<file path="src/rtl/telemetria_pkg.sv">
// Shared constants and state encodings for the level-telemetry serial receiver.
// Character codes of the D0 D1 D2 '#' frame, parser states and byte receiver states.
package telemetria_pkg;

  localparam logic [7:0] HEXA_30 = 8'h30;
  localparam logic [7:0] HEXA_23 = 8'h23;

  typedef enum logic [2:0] {
    ESPERA_D0  = 3'd0,
    ESPERA_D1  = 3'd1,
    ESPERA_D2  = 3'd2,
    ESPERA_FIM = 3'd3,
    SINC       = 3'd4
  } estado_t;

  typedef enum logic [1:0] {
    RX_IDLE  = 2'd0,
    RX_START = 2'd1,
    RX_DATA  = 2'd2,
    RX_STOP  = 2'd3
  } rx_estado_t;

endpackage

</file>
<file path="src/rtl/receptor_telemetria_serial_rx.sv">
// rx_serial_8N1: 2-FF synchronizer plus 8N1 bit timing; byte_ok is a combinational
// 1-cycle pulse in the stop-bit sample cycle, with ok = sampled stop bit.
module rx_serial_8N1
  import telemetria_pkg::*;
#(
  parameter int CLKS_PER_BIT = 434
) (
  input  logic       clock,
  input  logic       reset,
  input  logic       RX,
  output logic [7:0] dados,
  output logic       byte_ok,
  output logic       ok
);

  localparam logic [15:0] W_FIM_BIT  = 16'(CLKS_PER_BIT - 1);
  localparam logic [15:0] W_MEIO_BIT = 16'(CLKS_PER_BIT / 2 - 1);

  rx_estado_t  r_estado, w_estado_nxt;
  logic [15:0] r_cnt, w_cnt_nxt;
  logic [2:0]  r_bit, w_bit_nxt;
  logic [7:0]  r_shift, w_shift_nxt;
  logic        r_s1, r_s2, r_prev;

  always_ff @(posedge clock or negedge reset) begin
    if (!reset) begin
      r_s1     <= 1'b1;
      r_s2     <= 1'b1;
      r_prev   <= 1'b1;
      r_estado <= RX_IDLE;
      r_cnt    <= '0;
      r_bit    <= '0;
      r_shift  <= '0;
    end else begin
      r_s1     <= RX;
      r_s2     <= r_s1;
      r_prev   <= r_s2;
      r_estado <= w_estado_nxt;
      r_cnt    <= w_cnt_nxt;
      r_bit    <= w_bit_nxt;
      r_shift  <= w_shift_nxt;
    end
  end

  always_comb begin
    w_estado_nxt = r_estado;
    w_cnt_nxt    = r_cnt;
    w_bit_nxt    = r_bit;
    w_shift_nxt  = r_shift;
    byte_ok      = 1'b0;
    ok           = r_s2;
    dados        = r_shift;
    case (r_estado)
      RX_IDLE: begin
        if (r_prev && !r_s2) begin
          w_estado_nxt = RX_START;
          w_cnt_nxt    = '0;
        end
      end
      RX_START: begin
        // A line that is high again at mid start bit was only a glitch.
        if (r_cnt == W_MEIO_BIT) begin
          w_cnt_nxt    = '0;
          w_bit_nxt    = '0;
          w_estado_nxt = r_s2 ? RX_IDLE : RX_DATA;
        end else begin
          w_cnt_nxt = r_cnt + 16'd1;
        end
      end
      RX_DATA: begin
        if (r_cnt == W_FIM_BIT) begin
          w_cnt_nxt   = '0;
          w_shift_nxt = {r_s2, r_shift[7:1]};
          w_bit_nxt   = r_bit + 3'd1;
          if (r_bit == 3'd7) w_estado_nxt = RX_STOP;
        end else begin
          w_cnt_nxt = r_cnt + 16'd1;
        end
      end
      RX_STOP: begin
        if (r_cnt == W_FIM_BIT) begin
          byte_ok      = 1'b1;
          w_cnt_nxt    = '0;
          w_estado_nxt = RX_IDLE;
        end else begin
          w_cnt_nxt = r_cnt + 16'd1;
        end
      end
      default: w_estado_nxt = RX_IDLE;
    endcase
  end

endmodule

</file>
<file path="src/rtl/receptor_telemetria_serial.sv">
// Decodes "D0 D1 D2 #" ASCII frames into a 12-bit distance and flags malformed frames.
// Optional TELEM_TIMEOUT_EN adds an inter-character gap timeout on partial frames.
module receptor_telemetria_serial
  import telemetria_pkg::*;
#(
  parameter int CLKS_PER_BIT = 434
`ifdef TELEM_TIMEOUT_EN
  , parameter int TIMEOUT_CLKS = 5000000
`endif
) (
  input  logic        clock,
  input  logic        reset,
  input  logic        RX,
  output logic [11:0] distancia,
  output logic        pronto,
  output logic        erro,
  output logic [2:0]  db_estado
);

  logic [7:0]  w_dados;
  logic        w_byte_ok, w_ok;
  logic        w_dig, w_fim, w_timeout;
  estado_t     r_estado, w_estado_nxt;
  logic [3:0]  r_n0, r_n1, r_n2;
  logic [11:0] r_dist;
  logic        r_pronto, r_erro;
  logic        w_pronto_nxt, w_erro_nxt;
  logic        w_ld0, w_ld1, w_ld2, w_ld_dist;

  rx_serial_8N1 #(.CLKS_PER_BIT(CLKS_PER_BIT)) u_rx (
    .clock   (clock),
    .reset   (reset),
    .RX      (RX),
    .dados   (w_dados),
    .byte_ok (w_byte_ok),
    .ok      (w_ok)
  );

  // A framing error makes the byte BAD regardless of its value.
  assign w_dig = w_ok && (w_dados[7:4] == HEXA_30[7:4]);
  assign w_fim = w_ok && (w_dados == HEXA_23);

`ifdef TELEM_TIMEOUT_EN
  logic [31:0] r_gap;
  logic        w_gap_ativo;

  assign w_gap_ativo = (r_estado == ESPERA_D1) || (r_estado == ESPERA_D2) ||
                       (r_estado == ESPERA_FIM);
  assign w_timeout   = w_gap_ativo && !w_byte_ok && (r_gap == 32'(TIMEOUT_CLKS - 1));

  always_ff @(posedge clock or negedge reset) begin
    if (!reset)                       r_gap <= '0;
    else if (!w_gap_ativo || w_byte_ok || w_timeout) r_gap <= '0;
    else                              r_gap <= r_gap + 32'd1;
  end
`else
  assign w_timeout = 1'b0;
`endif

  always_ff @(posedge clock or negedge reset) begin
    if (!reset) begin
      r_estado <= ESPERA_D0;
      r_n0     <= '0;
      r_n1     <= '0;
      r_n2     <= '0;
      r_dist   <= '0;
      r_pronto <= 1'b0;
      r_erro   <= 1'b0;
    end else begin
      r_estado <= w_estado_nxt;
      r_pronto <= w_pronto_nxt;
      r_erro   <= w_erro_nxt;
      if (w_ld0)     r_n0   <= w_dados[3:0];
      if (w_ld1)     r_n1   <= w_dados[3:0];
      if (w_ld2)     r_n2   <= w_dados[3:0];
      if (w_ld_dist) r_dist <= {r_n0, r_n1, r_n2};
    end
  end

  always_comb begin
    w_estado_nxt = r_estado;
    w_pronto_nxt = 1'b0;
    w_erro_nxt   = 1'b0;
    w_ld0        = 1'b0;
    w_ld1        = 1'b0;
    w_ld2        = 1'b0;
    w_ld_dist    = 1'b0;
    if (w_byte_ok) begin
      case (r_estado)
        ESPERA_D0, ESPERA_D1, ESPERA_D2: begin
          if (w_dig) begin
            w_ld0 = (r_estado == ESPERA_D0);
            w_ld1 = (r_estado == ESPERA_D1);
            w_ld2 = (r_estado == ESPERA_D2);
            w_estado_nxt = (r_estado == ESPERA_D0) ? ESPERA_D1 :
                           (r_estado == ESPERA_D1) ? ESPERA_D2 : ESPERA_FIM;
          end else if (w_fim) begin
            // An early '#' still marks a frame boundary: realign immediately.
            w_erro_nxt   = 1'b1;
            w_estado_nxt = ESPERA_D0;
          end else begin
            w_erro_nxt   = 1'b1;
            w_estado_nxt = SINC;
          end
        end
        ESPERA_FIM: begin
          if (w_fim) begin
            w_pronto_nxt = 1'b1;
            w_ld_dist    = 1'b1;
            w_estado_nxt = ESPERA_D0;
          end else begin
            w_erro_nxt   = 1'b1;
            w_estado_nxt = SINC;
          end
        end
        SINC: begin
          if (w_fim) w_estado_nxt = ESPERA_D0;
        end
        default: w_estado_nxt = ESPERA_D0;
      endcase
    end else if (w_timeout) begin
      w_erro_nxt   = 1'b1;
      w_estado_nxt = ESPERA_D0;
    end
  end

  assign distancia = r_dist;
  assign pronto    = r_pronto;
  assign erro      = r_erro;
  assign db_estado = r_estado;

endmodule
</file>
<file path="config.mk">
export PLATFORM = sky130hd
export DESIGN_NAME = receptor_telemetria_serial
export DESIGN_NICKNAME = d
export VERILOG_FILES = /design/src/rtl/telemetria_pkg.sv /design/src/rtl/receptor_telemetria_serial_rx.sv /design/src/rtl/receptor_telemetria_serial.sv
export SDC_FILE = /design/constraint.sdc
export NUM_CORES = 1
export LEC_CHECK = 0
export CAP_MARGIN = 20
export CORE_MARGIN = 8
export CORE_UTILIZATION = 63
export CTS_CLUSTER_DIAMETER = 50
export CTS_CLUSTER_SIZE = 10
export DETAILED_ROUTE_END_ITERATION = 8
export PLACE_DENSITY = 0.84
export SYNTH_ARGS = -nofsm -noshare
export SYNTH_HDL_FRONTEND = slang
export SYNTH_HIERARCHICAL = 1
export SYNTH_SLANG_ARGS = --single-unit
</file>
<file path="constraint.sdc">
create_clock -name clock -period 3.9 [get_ports clock]
set_clock_uncertainty 0.2 [all_clocks]
set_input_delay 0.585 -clock clock [delete_from_list [all_inputs] [get_ports clock]]
set_output_delay 0.585 -clock clock [all_outputs]
set_load 0.05 [all_outputs]
</file>
==> metrics, run 1 <==
Layout area overhead=14.16%; final std cells w/o fill=321; number of cell rows=24; largest net degree at the start of global routing=39; reg-to-reg endpoint=distancia[2]; WP data required=3.92 ns; via count=2019; CTS tree=done; Via density=6.290; Post-synth EDFFs=0; global-route wire length before repair=~9500 um; n_diodes=0; Routed WL per cell=between 15 and 20 um; run status=finished, final reports clean; worst setup path class=reg -> reg; slew margin rel.=0.3366; DP Cell Count=305; syn avg cell area=roughly 12 sq um; Hold Fails Final Rpt=0; worst-case reg-to-reg path depth=6; Critical Path End Type=flip-flop; Cells after Synth=241; flop2flop setup slack=0.87 ns; Max rail drop VDD=431.2 uV; Min-Delay Path Class=in -> async; Initial Util=0.6587; DRC Markers=0; Die H=83.94 um; fillcell total=277; Worst R2R Start=u_rx/r_cnt[2]; NumNets Final=272; Clock Latency Late Sink=0.33 ns; cts bufs inserted=9; Worst Setup Start Kind=flip-flop; cts hold-fix bufs=0; Post-DRT Antenna Nets=0; maximum clock frequency=approximately 0.33 GHz; synthesized net count=249; initial antenna violation count=0; Tot Pwr=1.586 mW; layout cells sized above 1=0.2342; die area=0.007045 sq mm; worst slew pin tran=0.9951 ns; vias in the first global route=1950; post-synthesis register bit count=61; Num Clock Sinks=61; ys flop type=dfrtp_1; hpwl dp=around 3800 um; async set-reset flop share out of synthesis=1.000; first-pass iteration count of the detailed router=4; Final Critical Period=3.033 ns; gr ovfl total=0; CTS Buffer Depth=2; core area=between 0.004 and 0.005 sq mm; Post-CTS Setup Bufs=0; routed wire length=5530 um; Worst setup endpoint=distancia[2]; setup tns final=0 ns; H-tree levels=3; max-cap violation count=0; Syn. warnings=6; clk root buf=clkbuf_8; Syn Std Cell Area=0.002908 sq mm; CTS clock-pin slew for the worst setup and hold paths=0.07 ns; PwrDens=477.9 mW/mm^2; Detailed Route Iter0 Violations=around 180; gr usage total=0.1657; Slew Viols, Final=0; leakage=1.582 nW; final setup violating endpoints=0; IO Port Bufs=19; crit-path max FO=12; die width=~84 um; unrepaired setup endpoints after global routing=no; post-synthesis cell type count=between 40 and 50; Seq/Total Area, Yosys=0.5262; num ports=20; CP Launch Point=u_rx/r_cnt[2]; minimum hold slack=0.1504 ns; routability cong.=0.8325; Final Cycle Share=0.7778; CP arrival=3.05 ns; count of cells resized by post-cts repair=0
-- placed cells by master, fill, tap and decap left out, types with 2 or more instances in the layout --
cell type	count
dfrtp_1	58
mux2_2	32
clkdlybuf4s50_1	18
nand2_1	16
nor2_1	11
clkbuf_8	11
nand3_1	10
inv_1	10
a31oi_1	10
o21ai_0	7
a21oi_1	7
and3_1	5
nand4_1	5
ha_1	5
nor2b_1	4
nor3_1	4
a22o_1	4
o21ai_1	4
nor4_4	3
and3b_1	3
a41oi_1	3
dfstp_2	3
or4_1	2
o211ai_1	2
bufinv_16	2
clkinv_2	2
buf_4	2
and4b_1	2
-- report_power, final --
| part | switching, mW | internal, mW | total, mW | leakage [nW] |
|---|---|---|---|---|
| Sequential | 0.0504 | 0.668 | 0.718 | 0.833 |
| Clock | 0.232 | 0.393 | 0.625 | 0.116 |
| Combinational | 0.161 | 0.0827 | 0.243 | 0.632 |
-- registers in the layout (all words and copies together) (netlist names), named ones only --
signal,count
u_rx/ok,1
u_rx/r_s1,1
distancia,12
db_estado,3
u_rx/r_prev,1
r_n1,4
u_rx/dados,8
erro,1
u_rx/r_estado,1
pronto,1
u_rx/r_cnt,16
r_n0,4
u_rx/r_bit,3
r_n2,4
-- area by class of cell --
| class | count | area [sq um] | area share |
|---|---|---|---|
| clock inverters | 4 | 70.07 | 0.02111 |
| repair buffers | 21 | 200.2 | 0.06031 |
| multi-input cells | 161 | 1261 | 0.3799 |
| inverters | 10 | 37.54 | 0.01131 |
| flip-flops and latches | 61 | 1530 | 0.4610 |
| well taps | 52 | 65.06 | 0.01960 |
| clock buffers | 12 | 155.1 | 0.04674 |
-- cell families after synthesis --
logic type / Yosys count / synth area share
and+or+nand+nor: 76 / 0.1734
DFF: 61 / 0.5262
AOI/OAI and AO/OA: 45 / 0.1037
muxes: 33 / 0.1291
buffers and inverters: 19 / 0.04002
adders and majority gates: 5 / 0.02151
xor gates and xnor gates: 2 / 0.006025
-- layer usage --
metal	GRT usage	routed length (um)	up-vias	part of all wire
li1	-	-	941	-
met1	0.2152	2493	1005	0.45
met2	0.2456	2627	65	0.48
met3	0.04883	339	8	0.061
met4	0.08006	70	0	0.013
met5	0	0	-	0
-- stage by stage --
step / area (sq um) / util / setup slack, ns
global route: 3319 / 0.7520 / 0.6264
global placement: 3094 / 0.7010 / 1.016
floorplan: 2908 / - / 1.434
finish: 3319 / 0.7520 / 0.8667
CTS: 3319 / 0.7520 / 0.8816
detailed placement: 3094 / 0.7010 / 0.8819
-- synth_stat cells, types with 4 or more instances --
cell / n / area share
mux2_2: 32 / 0.12
and3_1: 5 / 0.011
a22o_1: 4 / 0.012
nand4_1: 5 / 0.011
a31oi_1: 10 / 0.022
nor2b_1: 4 / 0.0086
nand3_1: 10 / 0.017
ha_1: 5 / 0.022
a21oi_1: 7 / 0.012
nor2_1: 11 / 0.014
nand2_1: 16 / 0.021
o21ai_1: 4 / 0.0069
dfrtp_1: 58 / 0.50
buf_6: 6 / 0.023
inv_1: 10 / 0.013
nor3_1: 4 / 0.0069
o21ai_0: 7 / 0.012
-- how the worst min path moves through the flow --
stage / slack, ns / depth (start not counted) / endpoint / start
6_report: 0.15 / 1 / u_rx/r_cnt[14] / reset
5_1_grt: 0.17 / 0 / u_rx/ok / u_rx/r_s1
4_1_cts: 0.16 / 0 / u_rx/ok / u_rx/r_s1
3_5_place_dp: 0.15 / 0 / u_rx/ok / u_rx/r_s1
3_3_place_gp: 0.15 / 0 / u_rx/ok / u_rx/r_s1
2_1_floorplan: 0.09 / 0 / db_estado[0] / reset
-- critical path, cell delays in order (launching register included) --
cell	delay (ns)
dfrtp_1	0.48
nor4_4	0.35
nand4_2	0.21
nor2_1	0.38
nand4b_1	0.24
nor4_4	0.64
mux2_2	0.42
Note: power is estimated with default switching activity, not from simulation.
==> inputs of run 2 (changes only) <==
Settings changed: CORE_UTILIZATION 63 to 53, PLACE_DENSITY 0.84 to 0.76.
Clock period 3.9 ns to 2.65 ns, I/O delays scaled along.
==> metrics, run 2 (synthesis results as in run 1) <==
Max rail drop VDD=626.1 uV (was 431.2 uV); Final Cycle Share=0.9304 (was 0.7778); Finished Cell Area=0.003426 sq mm (was 0.003319 sq mm); Die H=90.07 um (was 83.94 um); Final Core Density=0.6338 (was 0.7520); gr usage total=0.1435 (was 0.1657); Layout area overhead=17.81% (was 14.16%); hpwl dp=3723 um (was 3779 um); CP most frequent cell=buf_4 (was nor4_4); Worst Setup Start Kind=flip-flop (unchanged); clk root buf=clkbuf_8 (unchanged); global-route wire length before repair=9611 um (was 9508 um); maximum clock frequency=0.4056 GHz (was 0.3297 GHz); minimum hold slack=0.1728 ns (was 0.1504 ns); run status=finished, final reports clean (unchanged); internal power=1.662 mW (was 1.143 mW); CP arrival=2.50 ns (was 3.05 ns); worst setup path class=reg -> reg (unchanged); vias in the first global route=2017 (was 1950); Post-DRT Antenna Nets=0 (unchanged); Final Critical Period=2.466 ns (was 3.033 ns); CTS clock-pin slew for the worst setup and hold paths=0.08 ns (was 0.07 ns); switching power=697.5 uW (was 443.2 uW); number of cell rows=27 (was 24); first-pass iteration count of the detailed router=4 (unchanged); n_diodes=0 (unchanged); clock share of power=0.388 (was 0.394); Crit path largest cell delay=0.47 ns (was 0.64 ns); Flop pwr share=0.441 (was 0.453); final worst slack=0.1844 ns (was 0.8667 ns); WP data required=2.68 ns (was 3.92 ns); unrepaired setup endpoints after global routing=no (unchanged); routability cong.=0.7712 (was 0.8325); crit path max-delay cell type=dfrtp_1 (was nor4_4); max-cap violation count=0 (unchanged); largest net degree at the start of global routing=41 (was 39); CP Cell Sequence=ha_1, and3b_1, nand4_2, nor2_1, buf_4, nor3b_1, nand4_1, buf_4, mux2_2 (was nor4_4, nand4_2, nor2_1, nand4b_1, nor4_4, mux2_2); gr ovfl total=0 (unchanged); crit-path max FO=7 (was 12); Largest register FFs=16 (unchanged); layout cells sized above 1=0.2626 (was 0.2342); slew margin rel.=0.6644 (was 0.3366); PwrDens=688.8 mW/mm^2 (was 477.9 mW/mm^2); Via density=5.706 (was 6.290); Routed WL per cell=15.15 um (was 17.23 um); Tot Pwr=2.360 mW (was 1.586 mW); worst slew pin tran=0.5034 ns (was 0.9951 ns); initial antenna violation count=0 (unchanged); commonest non-fill, non-tap cell in the layout=dfrtp_1 (unchanged); Clock Latency Late Sink=0.35 ns (was 0.33 ns); Initial Util=0.5380 (was 0.6587); flop2flop setup slack=0.18 ns (was 0.87 ns); CTS Buffer Depth=2 (unchanged); die width=90.07 um (was 83.94 um); largest register by flop count=u_rx/r_cnt (unchanged); DP Cell Count=332 (was 305); Num Clock Sinks=61 (unchanged); Slew Viols, Final=0 (unchanged); routed wire length=5301 um (was 5530 um); NumNets Final=281 (was 272); core area=0.005405 sq mm (was 0.004414 sq mm); sw frac=0.2956 (was 0.2794); Post-Place Setup Slack=0.1493 ns (was 0.8819 ns); via count=1997 (was 2019); Critical Path End Type=flip-flop (unchanged); Comb pwr share=0.171 (was 0.153); CTS tree=done (unchanged); setup tns final=0 ns (unchanged); final setup violating endpoints=0 (unchanged); cts bufs inserted=9 (unchanged); most frequent cells in the layout=58 x dfrtp_1, 32 x mux2_2, 18 x clkdlybuf4s50_1 (unchanged); Placed Instance Area=0.003184 sq mm (was 0.003094 sq mm); Min-Delay Path Class=reg -> reg (was in -> async); IO Port Bufs=19 (unchanged); Hold Fails Final Rpt=0 (unchanged); DRC Markers=0 (unchanged); final std cells w/o fill=350 (was 321); leakage=1.620 nW (was 1.582 nW); Detailed Route Iter0 Violations=84 (was 181); num ports=20 (unchanged); H-tree levels=3 (unchanged); die area=0.008113 sq mm (was 0.007045 sq mm)
[run 2: cell types whose count changed in the layout (fill, tap and decap cells not counted), sizes merged]
cell	delta
buf	+8
clkbuf	-3
clkinvlp	+2
dlygate4sd3	+1
inv	+1
[run 2: layout make-up]
class,count,area (sq um)
flip-flops and latches,61,1530
inverters,10,37.54
repair buffers,30,282.8
clock buffers,9,123.9
fillers,430,1979
clock inverters,7,97.59
well taps,72,90.09
multi-input cells,161,1264
[run 2: repair_timing]
action	CTS	global route
setup buffers	0	1
hold buffers	1	0
hold endpoints to repair	18	0
setup endpoints to repair	0	8
resized for setup	0	1
[run 2: power by group through the flow]
stage | clock network (mW) | logic (mW) | registers [mW]
detailed placement | 0 | 0.403 | 1.06
finish | 0.916 | 0.402 | 1.04
floorplan | 0 | 0.337 | 1.04
CTS | 0.939 | 0.406 | 1.04
global placement | 0 | 0.392 | 1.05
global route | 0.981 | 0.466 | 1.05
[run 2: worst paths after layout]
path / from / endpoint / cells after the start
setup / recovery: u_rx/r_cnt[0] / r_n1[0] / 9
hold / removal: u_rx/r_s1 / u_rx/ok / 0
setup reg to reg: u_rx/r_cnt[0] / r_n1[0] / 9
hold reg to reg: u_rx/r_s1 / u_rx/ok / 0
max in group asynchronous: reset / u_rx/dados[3] / 3
min in group asynchronous: reset / u_rx/r_cnt[2] / 2
[run 2: critical path, delay by kind of cell (launching register included)]
family                   cells  cell delay (ns)
multiplexers                 1             0.27
buffers and inverters        2             0.33
flip-flops                   1             0.47
AND/OR/NAND/NOR              5             0.90
adder cells (fa/ha/maj)      1             0.18
[run 2: metal layers]
layer	vias to the layer above	GRT usage	part of all wire
li1	957	-	-
met1	989	0.1743	0.45
met2	43	0.2264	0.48
met3	8	0.05154	0.050
met4	0	0.05825	0.013
met5	-	0	0
